`src/rtl/crossbar_arbiter.sv`:
```
// crossbar_arbiter: frame-level scheduler for a 4x4 switch crossbar.
// Reserves all destination ports of one head-of-line frame per cycle,
// round-robin over inputs, with a starvation reservation for the rr head.
// Ports:
//   clk, reset       clock, async active-high reset
//   link_sync[3:0]   output j has a live peer
//   req_valid[3:0]   input i has a head-of-line frame
//   req_mask[15:0]   nibble i = destination ports of input i
//   eof[3:0]         input i finished its granted frame
//   grant[3:0]       one-cycle grant pulse per input
//   grant_mask[3:0]  ports reserved by this cycle's grant (0 = drop)
//   out_busy[3:0]    output j reserved
//   out_sel[7:0]     [2j+1:2j] = input driving output j
module crossbar_arbiter #(
   parameter int STARVE_LIMIT = 64
) (
   input  logic        clk,
   input  logic        reset,
   input  logic [3:0]  link_sync,
   input  logic [3:0]  req_valid,
   input  logic [15:0] req_mask,
   input  logic [3:0]  eof,
   output logic [3:0]  grant,
   output logic [3:0]  grant_mask,
   output logic [3:0]  out_busy,
   output logic [7:0]  out_sel
);

   localparam int CW = $clog2(STARVE_LIMIT + 1);
   localparam logic [CW-1:0] LIMIT = CW'(STARVE_LIMIT);

   logic [1:0]    rr_ptr;
   logic [CW-1:0] wait_cnt;
   logic [3:0]    holding;
   logic [3:0]    owned [4];
   logic [3:0]    eff [4];
   logic [3:0]    reserved;
   logic [3:0]    eligible;
   logic [3:0]    release_mask;
   logic          win_valid;
   logic [1:0]    win;
   logic [1:0]    rr_next;
   logic [CW-1:0] wait_next;

   // Drop dead links and the hairpin port from each request.
   always_comb begin
      for (int i = 0; i < 4; i++) begin
         eff[i] = req_mask[4*i +: 4] & link_sync & ~(4'b0001 << i);
      end
   end

   // Once the rr head has waited long enough, its ports are fenced off
   // from everyone else so they drain towards it.
   always_comb begin
      reserved = (wait_cnt >= LIMIT) ? eff[rr_ptr] : 4'b0000;
   end

   // An empty effective mask never conflicts, so drops are always eligible.
   always_comb begin
      for (int i = 0; i < 4; i++) begin
         eligible[i] = req_valid[i] && !holding[i]
                    && ((eff[i] & out_busy) == 4'b0000)
                    && ((2'(i) == rr_ptr)
                        || ((eff[i] & reserved) == 4'b0000));
      end
   end

   always_comb begin
      win_valid = 1'b0;
      win       = rr_ptr;
      for (int k = 0; k < 4; k++) begin
         if (!win_valid && eligible[rr_ptr + 2'(k)]) begin
            win_valid = 1'b1;
            win       = rr_ptr + 2'(k);
         end
      end
      rr_next = win_valid ? win + 2'd1 : rr_ptr;
   end

   always_comb begin
      release_mask = 4'b0000;
      for (int i = 0; i < 4; i++) begin
         if (eof[i] && holding[i]) begin
            release_mask = release_mask | owned[i];
         end
      end
   end

   // A grant to the input just before the head leaves rr_ptr unchanged,
   // so the head keeps accumulating wait in that case.
   always_comb begin
      if (rr_next != rr_ptr || !req_valid[rr_ptr]) begin
         wait_next = '0;
      end else if (!holding[rr_ptr] && wait_cnt != LIMIT) begin
         wait_next = wait_cnt + CW'(1);
      end else begin
         wait_next = wait_cnt;
      end
   end

   always_ff @(posedge clk or posedge reset) begin
      if (reset) begin
         grant      <= 4'b0000;
         grant_mask <= 4'b0000;
         out_busy   <= 4'b0000;
         out_sel    <= 8'h00;
         rr_ptr     <= 2'd0;
         wait_cnt   <= '0;
         holding    <= 4'b0000;
         for (int i = 0; i < 4; i++) begin
            owned[i] <= 4'b0000;
         end
      end else begin
         grant      <= 4'b0000;
         grant_mask <= 4'b0000;
         rr_ptr     <= rr_next;
         wait_cnt   <= wait_next;
         // Eligibility used pre-release busy, so release and new
         // reservation never touch the same port.
         out_busy   <= (out_busy & ~release_mask)
                     | (win_valid ? eff[win] : 4'b0000);
         for (int i = 0; i < 4; i++) begin
            if (eof[i] && holding[i]) begin
               holding[i] <= 1'b0;
               owned[i]   <= 4'b0000;
            end
         end
         if (win_valid) begin
            grant      <= 4'b0001 << win;
            grant_mask <= eff[win];
            if (eff[win] != 4'b0000) begin
               holding[win] <= 1'b1;
               owned[win]   <= eff[win];
               for (int j = 0; j < 4; j++) begin
                  if (eff[win][j]) begin
                     out_sel[2*j +: 2] <= win;
                  end
               end
            end
         end
      end
   end

endmodule

```
`config.mk`:
```
export PLATFORM = sky130hd
export DESIGN_NAME = crossbar_arbiter
export DESIGN_NICKNAME = d
export VERILOG_FILES = /design/src/rtl/crossbar_arbiter.sv
export SDC_FILE = /design/constraint.sdc
export NUM_CORES = 1
export LEC_CHECK = 0
export ABC_AREA = 1
export BUFFER_PORTS_ARGS = -buffer_cell sky130_fd_sc_hd__clkbuf_2
export CAP_MARGIN = 15
export CELL_PAD_IN_SITES_DETAIL_PLACEMENT = 0
export CELL_PAD_IN_SITES_GLOBAL_PLACEMENT = 2
export CORE_MARGIN = 2
export CORE_UTILIZATION = 36
export CTS_CLUSTER_SIZE = 16
export DETAILED_ROUTE_END_ITERATION = 10
export PLACE_DENSITY_LB_ADDON = 0.3
export SYNTH_ARGS = -nofsm -noshare
export SYNTH_HDL_FRONTEND = slang
export SYNTH_SLANG_ARGS = --single-unit
```
`constraint.sdc`:
```
create_clock -name clk -period 6.7 [get_ports clk]
set_input_delay 1.34 -clock clk [delete_from_list [all_inputs] [get_ports clk]]
set_output_delay 1.34 -clock clk [all_outputs]
set_load 0.005 [all_outputs]
```
==> results.json <==
{
  "yosysWarnings": 0,
  "cts-root-buf": "clkbuf_8",
  "netlist_area_sq_mm": 0.00333,
  "synth_cell_type_count": 36,
  "track_usage_pct": 18.0,
  "hold_ws_ns": 0.496,
  "fmax_mhz": 245,
  "synth.avg_cell_area_sq_um": 7.78,
  "htree_levels": 2,
  "die_h_um": 100,
  "fillers": 977,
  "dp_hpwl_um": 6630,
  "wirelength_um": 8490,
  "area_growth_pct": 11.6,
  "postSynth.asyncResetShare_pct": 100,
  "grt_pass1_wl_um": 14100,
  "cts_made_buffers": 5,
  "setup_violations": 0,
  "cts_tree": "yes",
  "worstSetupPathType": "input pin to register",
  "hold_viol": 0,
  "rsz0062_at_grt": "false",
  "grt_max_degree": 50,
  "regToRegSetupSlack_ns": 2.75,
  "slew_headroom_pct": 30.7,
  "vias": 2837,
  "initial_core_util_pct": 36.6,
  "cp.required_ns": 6.93,
  "worstPathArrival_ns": 4.32,
  "fin_ws_ns": 2.61,
  "worst_clock_skew_ns": 0.00659,
  "crit_start": "link_sync[3]",
  "diodes": 0,
  "synth_area_leaders": "dfrtp_1, nand2_1, inv_1",
  "row_count": 35,
  "dieArea_sq_mm": 0.0100,
  "coreArea_sq_mm": 0.00911,
  "drtIter0Drc": 118,
  "cap_violations": 0,
  "synth_edf_count": 0,
  "r2r_start": "rr_ptr[0]$_DFF_PP0_",
  "crit_path_end": "wait_cnt[2]$_DFFE_PP0P_",
  "clk_path_buf_depth": 2,
  "gp_congestion": 0.841,
  "layout_min_cycle_time_ns": 4.09,
  "synth_top_cell_by_area": "dfrtp_1",
  "p_leak_nw": 1.92,
  "vdd_drop_max_uv": 218,
  "grt_antenna_before_repair": 0,
  "fin_nets": 514,
  "ys.flop_type": "dfrtp_1",
  "drc": 0,
  "hp-class": "register to register",
  "ctsHoldBuffers": 0,
  "regArea_sq_mm": 0.00123,
  "synth_fp_nets": 468,
  "worst-slew-pin-transition_ns": 1.04,
  "ant_nets": 0,
  "start_kind": "input pin",
  "cts_sinks": 49,
  "clk_latency_ns": 0.31,
  "wl_per_cell_um": 14.5,
  "ff2ff_path_depth": 20,
  "crit_fanout": 14,
  "pin_count": 50,
  "outcome": "finished clean",
  "multi_input_area_sq_mm": 0.00177,
  "post-place-ws_ns": 2.27,
  "powerDensity_mw_per_mm2": 599,
  "maxSlewViolCount": 0,
  "first_pass_iters": 4,
  "yosysMostFrequentCell": "nand2_1",
  "ys_seq_elements": 49,
  "cts_resized": 0,
  "synth_cells": 428,
  "setup_tns_ns": 0,
  "numPortBuffers": 45,
  "synth.top_cell.area_share_pct": 36.8,
  "clk_transition_reported_paths_ns": 0.10,
  "timing.final.crit_share_pct": 61.0,
  "first_global_vias": 2788,
  "ys_top_cells_by_count": "nand2_1, inv_1, dfrtp_1",
  "overflow": 0,
  "drive_gt1_share_pct": 24.6,
  "postCtsSetupBuffers": 0,
  "critPathCaptureType": "register",
  "vias_per_cell": 4.84,
  "reg2reg_to": "wait_cnt[2]$_DFFE_PP0P_",
  "die_w_um": 100,
  "ys_seq_area_share_pct": 36.8
}
-- through the flow --
stage	power (mW)	cells	cell area (sq um)	utilization, %
finish	2.23	586	3720	40.8
global route	2.46	586	3720	40.8
CTS	2.26	586	3720	40.8
detailed placement	2.07	578	3630	39.9
global placement	2.05	578	3630	39.9
floorplan	1.71	428	3330	-
-- worst max-delay path, cell delays in order --
cell	delay, ns
clkbuf_2	0.12
nand2_1	0.14
nor2_1	0.06
nor4_1	0.41
nand3_1	0.17
nand2_1	0.15
nand2_1	0.07
nand2_2	0.10
nand3_1	0.09
nand2_2	0.14
nand2_4	0.09
nand2_4	0.18
inv_1	0.12
ha_1	0.32
xor2_1	0.15
o21ai_0	0.18
nand3_1	0.24
nor3b_1	0.25
-- power by group --
part           internal [mW]  switching [mW]
registers              0.414          0.0875
logic                  0.484            1.06
clock network         0.0747           0.108
total                  0.973            1.25
-- how the worst min path moves through the flow --
stage	endpoint	cells after the start	start	slack [ns]
finish	out_sel[0]$_DFFE_PP0P_	2	out_sel[0]$_DFFE_PP0P_	0.50
global route	out_sel[5]$_DFFE_PP0P_	2	out_sel[5]$_DFFE_PP0P_	0.54
CTS	out_sel[7]$_DFFE_PP0P_	2	out_sel[7]$_DFFE_PP0P_	0.50
detailed placement	out_sel[7]$_DFFE_PP0P_	2	out_sel[7]$_DFFE_PP0P_	0.48
global placement	out_sel[6]$_DFFE_PP0P_	2	out_sel[6]$_DFFE_PP0P_	0.47
floorplan	out_sel[0]$_DFFE_PP0P_	2	out_sel[0]$_DFFE_PP0P_	0.48
-- registers in the layout, summed over array words and instances, names as in the netlist --
register and count:
wait_cnt 7, out_busy 4, out_sel 8, holding 4
rr_ptr 2, owned 16, grant_mask 4, grant 4
-- cell families after synthesis --
kind of cell               count (synthesis)  synth area share, %
AOI/OAI and AO/OA                         53                 9.54
xor gates and xnor gates                   6                 1.58
adders and majority gates                 10                 3.76
buffers and inverters                     75                 9.99
DFF                                       49                 36.8
and+or+nand+nor                          235                 38.3
-- layout make-up --
cell class	instances	area share, %
Multi-Input combinational cell	304	47.7
Sequential cell	49	33.0
Inverter	69	7.24
Timing Repair Buffer	45	6.06
Tap cell	111	3.74
Clock buffer	6	1.95
Clock inverter	2	0.370
-- layer usage --
metal / share of wire (%) / up-vias / GRT usage [%]
met2: 45 / 42 / 28.3
met1: 50 / 1336 / 26.1
met5: 0 / - / 0
met3: 3.4 / 7 / 2.58
li1: - / 1452 / -
met4: 1.0 / 0 / 4.43
-- cell usage in the layout, fill, tap and decap left out, types with 2 or more instances in the layout --
cell type / n
nand3_1: 46
nor2_2: 4
inv_2: 5
xor2_1: 6
nand4_1: 2
nor2_1: 30
nand2_1: 98
inv_6: 3
a21oi_1: 8
clkbuf_8: 5
o221ai_1: 2
ha_1: 10
nand3_4: 3
nand2_4: 11
dfrtp_1: 49
nor4_1: 3
nand2_2: 19
o21ai_1: 4
o22ai_1: 6
nor2_8: 2
clkbuf_2: 45
o21ai_0: 24
a211oi_1: 3
inv_1: 61
a21oi_2: 4
nand3_2: 11
Note: power is estimated with default switching activity, not from simulation.
